===== src/rtl/alarm_chime_pkg.sv =====
// Shared definitions for the alarm chime controller: FSM state encoding,
// parameter defaults and counter widths.
package alarm_chime_pkg;

    typedef enum logic [2:0] {
        IDLE      = 3'd0,
        QUALIFY   = 3'd1,
        BEEP_ON   = 3'd2,
        BEEP_OFF  = 3'd3,
        LAMP_ONLY = 3'd4
    } state_t;

    localparam int DEF_DEBOUNCE_CYC = 4;
    localparam int DEF_BEEP_ON_CYC  = 8;
    localparam int DEF_BEEP_OFF_CYC = 8;
    localparam int DEF_BEEP_NUM     = 6;

    localparam int TIMER_W = 8;
    localparam int CNT_W   = 4;

    // A phase of N cycles is timed by loading N-1 and leaving the state when
    // the counter reaches zero, so the state is occupied for exactly N edges.
    function automatic logic [TIMER_W-1:0] timer_load(input int cyc);
        return TIMER_W'(cyc - 1);
    endfunction

endpackage


===== src/rtl/cycle_timer.sv =====
// 8-bit loadable down-counter. Loads on request, otherwise counts down and
// parks at zero (never wraps). done is high while the count is zero.
module cycle_timer
    import alarm_chime_pkg::*;
(
    input  logic               clk,
    input  logic               rst_n,
    input  logic               load,
    input  logic [TIMER_W-1:0] load_val,
    output logic               done
);

    logic [TIMER_W-1:0] cnt;

    // Count register: synchronous clear, load has priority over decrement.
    always_ff @(posedge clk) begin
        if (!rst_n) begin
            cnt <= '0;
        end else if (load) begin
            cnt <= load_val;
        end else if (cnt != '0) begin
            cnt <= cnt - 1'b1;
        end
    end

    assign done = (cnt == '0);

endmodule


===== src/rtl/alarm_chime_ctrl.sv =====
// Alarm chime controller: debounces a level alarm request, sounds a fixed
// number of beeps with the warning lamp lit, then keeps only the lamp on
// until the request goes away.
//
//   state     | meaning
//   ----------+-----------------------------------------------------------
//   IDLE      | no alarm; all outputs low, beep count cleared
//   QUALIFY   | alarm seen, waiting for DEBOUNCE_CYC consecutive high cycles
//   BEEP_ON   | buzzer and lamp high for BEEP_ON_CYC cycles
//   BEEP_OFF  | buzzer low, lamp high for BEEP_OFF_CYC cycles
//   LAMP_ONLY | all beeps done; lamp high until the alarm drops
module alarm_chime_ctrl
    import alarm_chime_pkg::*;
#(
    parameter int DEBOUNCE_CYC = DEF_DEBOUNCE_CYC,
    parameter int BEEP_ON_CYC  = DEF_BEEP_ON_CYC,
    parameter int BEEP_OFF_CYC = DEF_BEEP_OFF_CYC,
    parameter int BEEP_NUM     = DEF_BEEP_NUM
) (
    input  logic       clk,
    input  logic       rst_n,
    input  logic       alarm,
    output logic       buzzer,
    output logic       lamp,
    output logic [3:0] beep_cnt,
    output logic [2:0] state
);

    localparam logic [TIMER_W-1:0] QUAL_LOAD = timer_load(DEBOUNCE_CYC);
    localparam logic [TIMER_W-1:0] ON_LOAD   = timer_load(BEEP_ON_CYC);
    localparam logic [TIMER_W-1:0] OFF_LOAD  = timer_load(BEEP_OFF_CYC);
    localparam logic [CNT_W-1:0]   NUM_BEEPS = CNT_W'(BEEP_NUM);

    logic               alarm_q;
    state_t             state_q;
    state_t             state_nxt;
    logic               buzzer_nxt;
    logic               lamp_nxt;
    logic [CNT_W-1:0]   beep_cnt_nxt;
    logic               tmr_load;
    logic [TIMER_W-1:0] tmr_load_val;
    logic               tmr_done;

    // One shared timer covers qualify, on and off phases; it is reloaded on
    // every state change so each phase starts from a full count.
    cycle_timer u_timer (
        .clk      (clk),
        .rst_n    (rst_n),
        .load     (tmr_load),
        .load_val (tmr_load_val),
        .done     (tmr_done)
    );

    // Input register plus FSM state and registered outputs.
    always_ff @(posedge clk) begin
        if (!rst_n) begin
            alarm_q  <= 1'b0;
            state_q  <= IDLE;
            buzzer   <= 1'b0;
            lamp     <= 1'b0;
            beep_cnt <= '0;
        end else begin
            alarm_q  <= alarm;
            state_q  <= state_nxt;
            buzzer   <= buzzer_nxt;
            lamp     <= lamp_nxt;
            beep_cnt <= beep_cnt_nxt;
        end
    end

    // Next state and next output values; a dropped alarm beats timer expiry.
    always_comb begin
        state_nxt    = state_q;
        buzzer_nxt   = buzzer;
        lamp_nxt     = lamp;
        beep_cnt_nxt = beep_cnt;

        case (state_q)
            IDLE: begin
                buzzer_nxt   = 1'b0;
                lamp_nxt     = 1'b0;
                beep_cnt_nxt = '0;
                if (alarm_q) begin
                    state_nxt = QUALIFY;
                end
            end

            QUALIFY: begin
                if (!alarm_q) begin
                    state_nxt = IDLE;
                end else if (tmr_done) begin
                    state_nxt  = BEEP_ON;
                    buzzer_nxt = 1'b1;
                    lamp_nxt   = 1'b1;
                end
            end

            BEEP_ON: begin
                if (!alarm_q) begin
                    state_nxt    = IDLE;
                    buzzer_nxt   = 1'b0;
                    lamp_nxt     = 1'b0;
                    beep_cnt_nxt = '0;
                end else if (tmr_done) begin
                    state_nxt  = BEEP_OFF;
                    buzzer_nxt = 1'b0;
                    if (beep_cnt < NUM_BEEPS) begin
                        beep_cnt_nxt = beep_cnt + 1'b1;
                    end
                end
            end

            BEEP_OFF: begin
                if (!alarm_q) begin
                    state_nxt    = IDLE;
                    buzzer_nxt   = 1'b0;
                    lamp_nxt     = 1'b0;
                    beep_cnt_nxt = '0;
                end else if (tmr_done) begin
                    if (beep_cnt >= NUM_BEEPS) begin
                        state_nxt  = LAMP_ONLY;
                        buzzer_nxt = 1'b0;
                    end else begin
                        state_nxt  = BEEP_ON;
                        buzzer_nxt = 1'b1;
                    end
                end
            end

            LAMP_ONLY: begin
                if (!alarm_q) begin
                    state_nxt    = IDLE;
                    buzzer_nxt   = 1'b0;
                    lamp_nxt     = 1'b0;
                    beep_cnt_nxt = '0;
                end else begin
                    buzzer_nxt   = 1'b0;
                    lamp_nxt     = 1'b1;
                    beep_cnt_nxt = NUM_BEEPS;
                end
            end

            default: begin
                state_nxt    = IDLE;
                buzzer_nxt   = 1'b0;
                lamp_nxt     = 1'b0;
                beep_cnt_nxt = '0;
            end
        endcase
    end

    // Timer reload on every state change, with the length of the new phase.
    always_comb begin
        tmr_load     = (state_nxt != state_q);
        tmr_load_val = '0;
        case (state_nxt)
            QUALIFY:  tmr_load_val = QUAL_LOAD;
            BEEP_ON:  tmr_load_val = ON_LOAD;
            BEEP_OFF: tmr_load_val = OFF_LOAD;
            default:  tmr_load_val = '0;
        endcase
    end

    assign state = state_q;

endmodule


===== config.mk =====
export PLATFORM = sky130hd
export DESIGN_NAME = alarm_chime_ctrl
export DESIGN_NICKNAME = d
export VERILOG_FILES = /design/src/rtl/alarm_chime_pkg.sv /design/src/rtl/cycle_timer.sv /design/src/rtl/alarm_chime_ctrl.sv
export SDC_FILE = /design/constraint.sdc
export NUM_CORES = 1
export LEC_CHECK = 0
export CORE_ASPECT_RATIO = 1.1
export CORE_MARGIN = 2
export CORE_UTILIZATION = 30
export DETAILED_ROUTE_END_ITERATION = 10
export SYNTH_ARGS = -nofsm -noshare
export SYNTH_HDL_FRONTEND = slang
export SYNTH_SLANG_ARGS = --single-unit

===== constraint.sdc =====
create_clock -name clk -period 2.4 [get_ports clk]
set_clock_uncertainty 0.1 [all_clocks]
set_input_delay 0.24 -clock clk [delete_from_list [all_inputs] [get_ports clk]]
set_output_delay 0.24 -clock clk [all_outputs]
set_load 0.02 [all_outputs]

==> results.md <==
- Max Slew Vio Count: 0
- IO Count: 12
- Ys Warns: 0
- Pwr/cell area: 1030 nW/um^2
- Number of diodes: 0
- Die height: 64.6 microns
- Avg Cell Area, Syn: 8.71 sq um
- Largest net degree at the start of global routing: 13
- Final hold vios: 0
- Measured slew at the worst slew-check pin: 563 ps
- Placed Area: 1150 sq um
- Reg-to-Reg Start: u_timer.cnt[0]
- Critical path capture point type: flip-flop
- Hold Path Class: flip-flop to flip-flop
- CP bufs+invs: 1
- Compound-gate portion of the synthesized area: 22.8%
- Most frequent cells in the layout: dfxtp_1, nor2_1, clkdlybuf4s50_1
- Routed len/inst: 13.3 microns
- Clock latency on the worst-skew pair: 290 ps
- Min Tclk post-route: 2000 ps
- DR pass1 iterations: 4
- Final Non-Filler Cells: 163
- DR vias/cell: 5.39
- Post-synthesis simple-gate area fraction: 28.0%
- Layout Area Growth over Synthesis: 18.2%
- CP peak stage delay: 450 ps
- Synth cell types: 43
- RSZ-0062 raised after global routing: no
- Register-to-Register Path Depth: 6
- Share of cells above drive strength 1: 11.8%
- Leak pwr: 0.443 nW
- Critical-path maximum fanout: 7
- R2r endpoint: beep_cnt[0]
- Cells after DPL: 159
- Crit path kind: flip-flop to flip-flop
- Relative slew slack: 62.2%
- Fillers: 357
- Setup violations, final: 0
- Final net count: 134
- Synth Area in Adders: 3.75%
- Initial Util: 30.6%
- Via count: 878
- Port bufs: 11
- Largest family of logic cells by synthesized area: simple AND/OR/NAND/NOR gates
- Final instance area: 1180 sq um
- Core Region: 3280 sq um
- Max Root-Sink Buffers: 2
- H-tree levels: 1
- Worst EP required: 2530 ps
- Post-synth net total: 121
- Post-route ant nets: 0
- Mapped Cells: 115
- Final setup TNS: 0 ps
- Period utilization: 83.1%
- Delay-heaviest family, CP: simple AND/OR/NAND/NOR gates
- Yosys reg bits: 18
- Arrival time worst endpoint: 2130 ps
- Commonest non-fill, non-tap cell in the layout: dfxtp_1
- Clock Sinks: 18
- Final WL: 2170 microns
- Fin Hold WS: 386 ps
- CTS tree: built
- Synth Area in XOR/XNOR: 4.37%
- Final core utilization: 36.2%
- Vias in the first global route: 903
- Hold endpoint: buzzer
- RD Place Congestion: 0.761
- Worst Hold Launch: buzzer
- Multiplexer area fraction after synthesis: 2.00%
- DR DRC count: 0
- Overall Global Routing Usage: 12.5%
- Max IR drop VDD: 383 uV
- Netlist Area Pre-Place: 1000 sq um
- Detailed placement HPWL: 1620 microns
- CP Launch Type: flip-flop
- Crit path cell chain: inv_1, ha_1, nor4b_4, nand2_2, o21ai_1, mux2i_1
- GRT overflow: 0
- Clk slew on worst S/H paths: 100 ps
- Die area: 3820 sq um
- First-pass GRT wire length: 3820 microns
- Sequential area share after synthesis: 36.0%
- FMAX: 501 MHz
- CTS Buf Count: 3
- CTS root buf: clkbuf_4
- Slowest CP cell: nor4b_4
- Reg2Reg Setup Slack: 400 ps
- Number of placement rows: 22
- Post-CTS Hold Fix Bufs: 0
- # Max-Cap Violations: 0
- Die X: 59.1 microns
- Resize count post-CTS: 0
- Post-CTS setup repair buffer count: 0
- Hold depth: 2
- Outcome: finished, final reports clean
- Initial DRC Count: 49
- Initial antenna violation count: 0
[through the flow]
stage	power, mW	setup WS (ps)
global route	1.32	210
detailed placement	1.04	469
global placement	1.03	535
CTS	1.23	429
finish	1.22	405
floorplan	0.923	641
[sequential cells by signal, indices dropped and copies added, names as in the netlist]
| name | count |
|---|---|
| alarm_q | 1 |
| beep_cnt | 4 |
| buzzer | 1 |
| lamp | 1 |
| state | 3 |
| u_timer.cnt | 8 |
[power by group]
part | internal [mW] | switching [mW]
logic | 0.280 | 0.323
registers | 0.355 | 0.0747
clock network | 0.0924 | 0.0925
[layer usage]
metal,vias up,global-route usage [%],wire (microns)
met3,4,3.99,92
met5,-,0,0
met1,412,14.9,1010
li1,446,-,-
met4,0,0.852,9
met2,16,22.4,1060
[how the worst max path moves through the flow]
stage / start / endpoint / slack (ps) / depth (start not counted)
2_1_floorplan: u_timer.cnt[0] / u_timer.cnt[2] / 640 / 6
3_3_place_gp: u_timer.cnt[0] / state[2] / 530 / 6
3_5_place_dp: u_timer.cnt[0] / beep_cnt[1] / 470 / 6
4_1_cts: u_timer.cnt[0] / beep_cnt[1] / 430 / 6
5_1_grt: u_timer.cnt[0] / beep_cnt[0] / 210 / 6
6_report: u_timer.cnt[0] / beep_cnt[0] / 400 / 6
[worst register-to-register path, stage by stage (launching register included)]
cell and delay [ps]:
dfxtp_1 330, inv_1 80, ha_1 230, nor4b_4 450
nand2_2 140, o21ai_1 370, mux2i_1 220
[cell families after synthesis]
logic type | Yosys count
AO/OA/AOI/OAI | 33
XOR/XNOR | 5
adder cells (fa/ha/maj) | 3
buffers and inverters | 8
flip-flops | 18
multiplexers | 2
AND/OR/NAND/NOR | 46
[synth_stat cells (all sizes together)]
| master | instances | share of area, % |
|---|---|---|
| nand4b | 1 | 0.87 |
| nor2 | 11 | 4.1 |
| nand2b | 3 | 1.9 |
| ha | 3 | 3.7 |
| nor3 | 3 | 2.0 |
| and2 | 3 | 1.9 |
| a2111oi | 1 | 1.5 |
| o21a | 2 | 1.5 |
| o31ai | 4 | 3.5 |
| or3b | 2 | 1.7 |
| xor2 | 2 | 1.7 |
| or3 | 1 | 0.62 |
| nand4 | 1 | 0.62 |
| o21ai | 8 | 4.4 |
| or2 | 1 | 0.87 |
| a211oi | 1 | 0.75 |
| buf | 1 | 0.50 |
| xnor2 | 3 | 2.6 |
| o211a | 2 | 2.0 |
| o22a | 1 | 0.87 |
| dfxtp | 18 | 36 |
| o2111ai | 1 | 0.87 |
| nand2 | 8 | 3.2 |
| inv | 4 | 1.5 |
| clkbuf | 3 | 1.1 |
| o22ai | 3 | 1.9 |
| nor4 | 1 | 0.62 |
| nor4b | 2 | 3.9 |
| a21boi | 1 | 0.75 |
| nand3 | 4 | 2.0 |
| mux2i | 2 | 2.0 |
| o2bb2ai | 1 | 0.87 |
| nor2b | 2 | 1.2 |
| and3 | 2 | 1.2 |
| a21oi | 8 | 4.0 |
| or4 | 1 | 1.1 |
[layout make-up]
cell class / instances / area [sq um] / share of cell area [%]
sequential: 18 / 360 / 30.4
timing repair buffer: 12 / 118 / 9.93
multi-input combinational: 89 / 611 / 51.5
inverter: 4 / 15.0 / 1.27
tap: 36 / 45.0 / 3.80
clock buffer: 4 / 36.3 / 3.06
(Power assumes the default switching activity.)
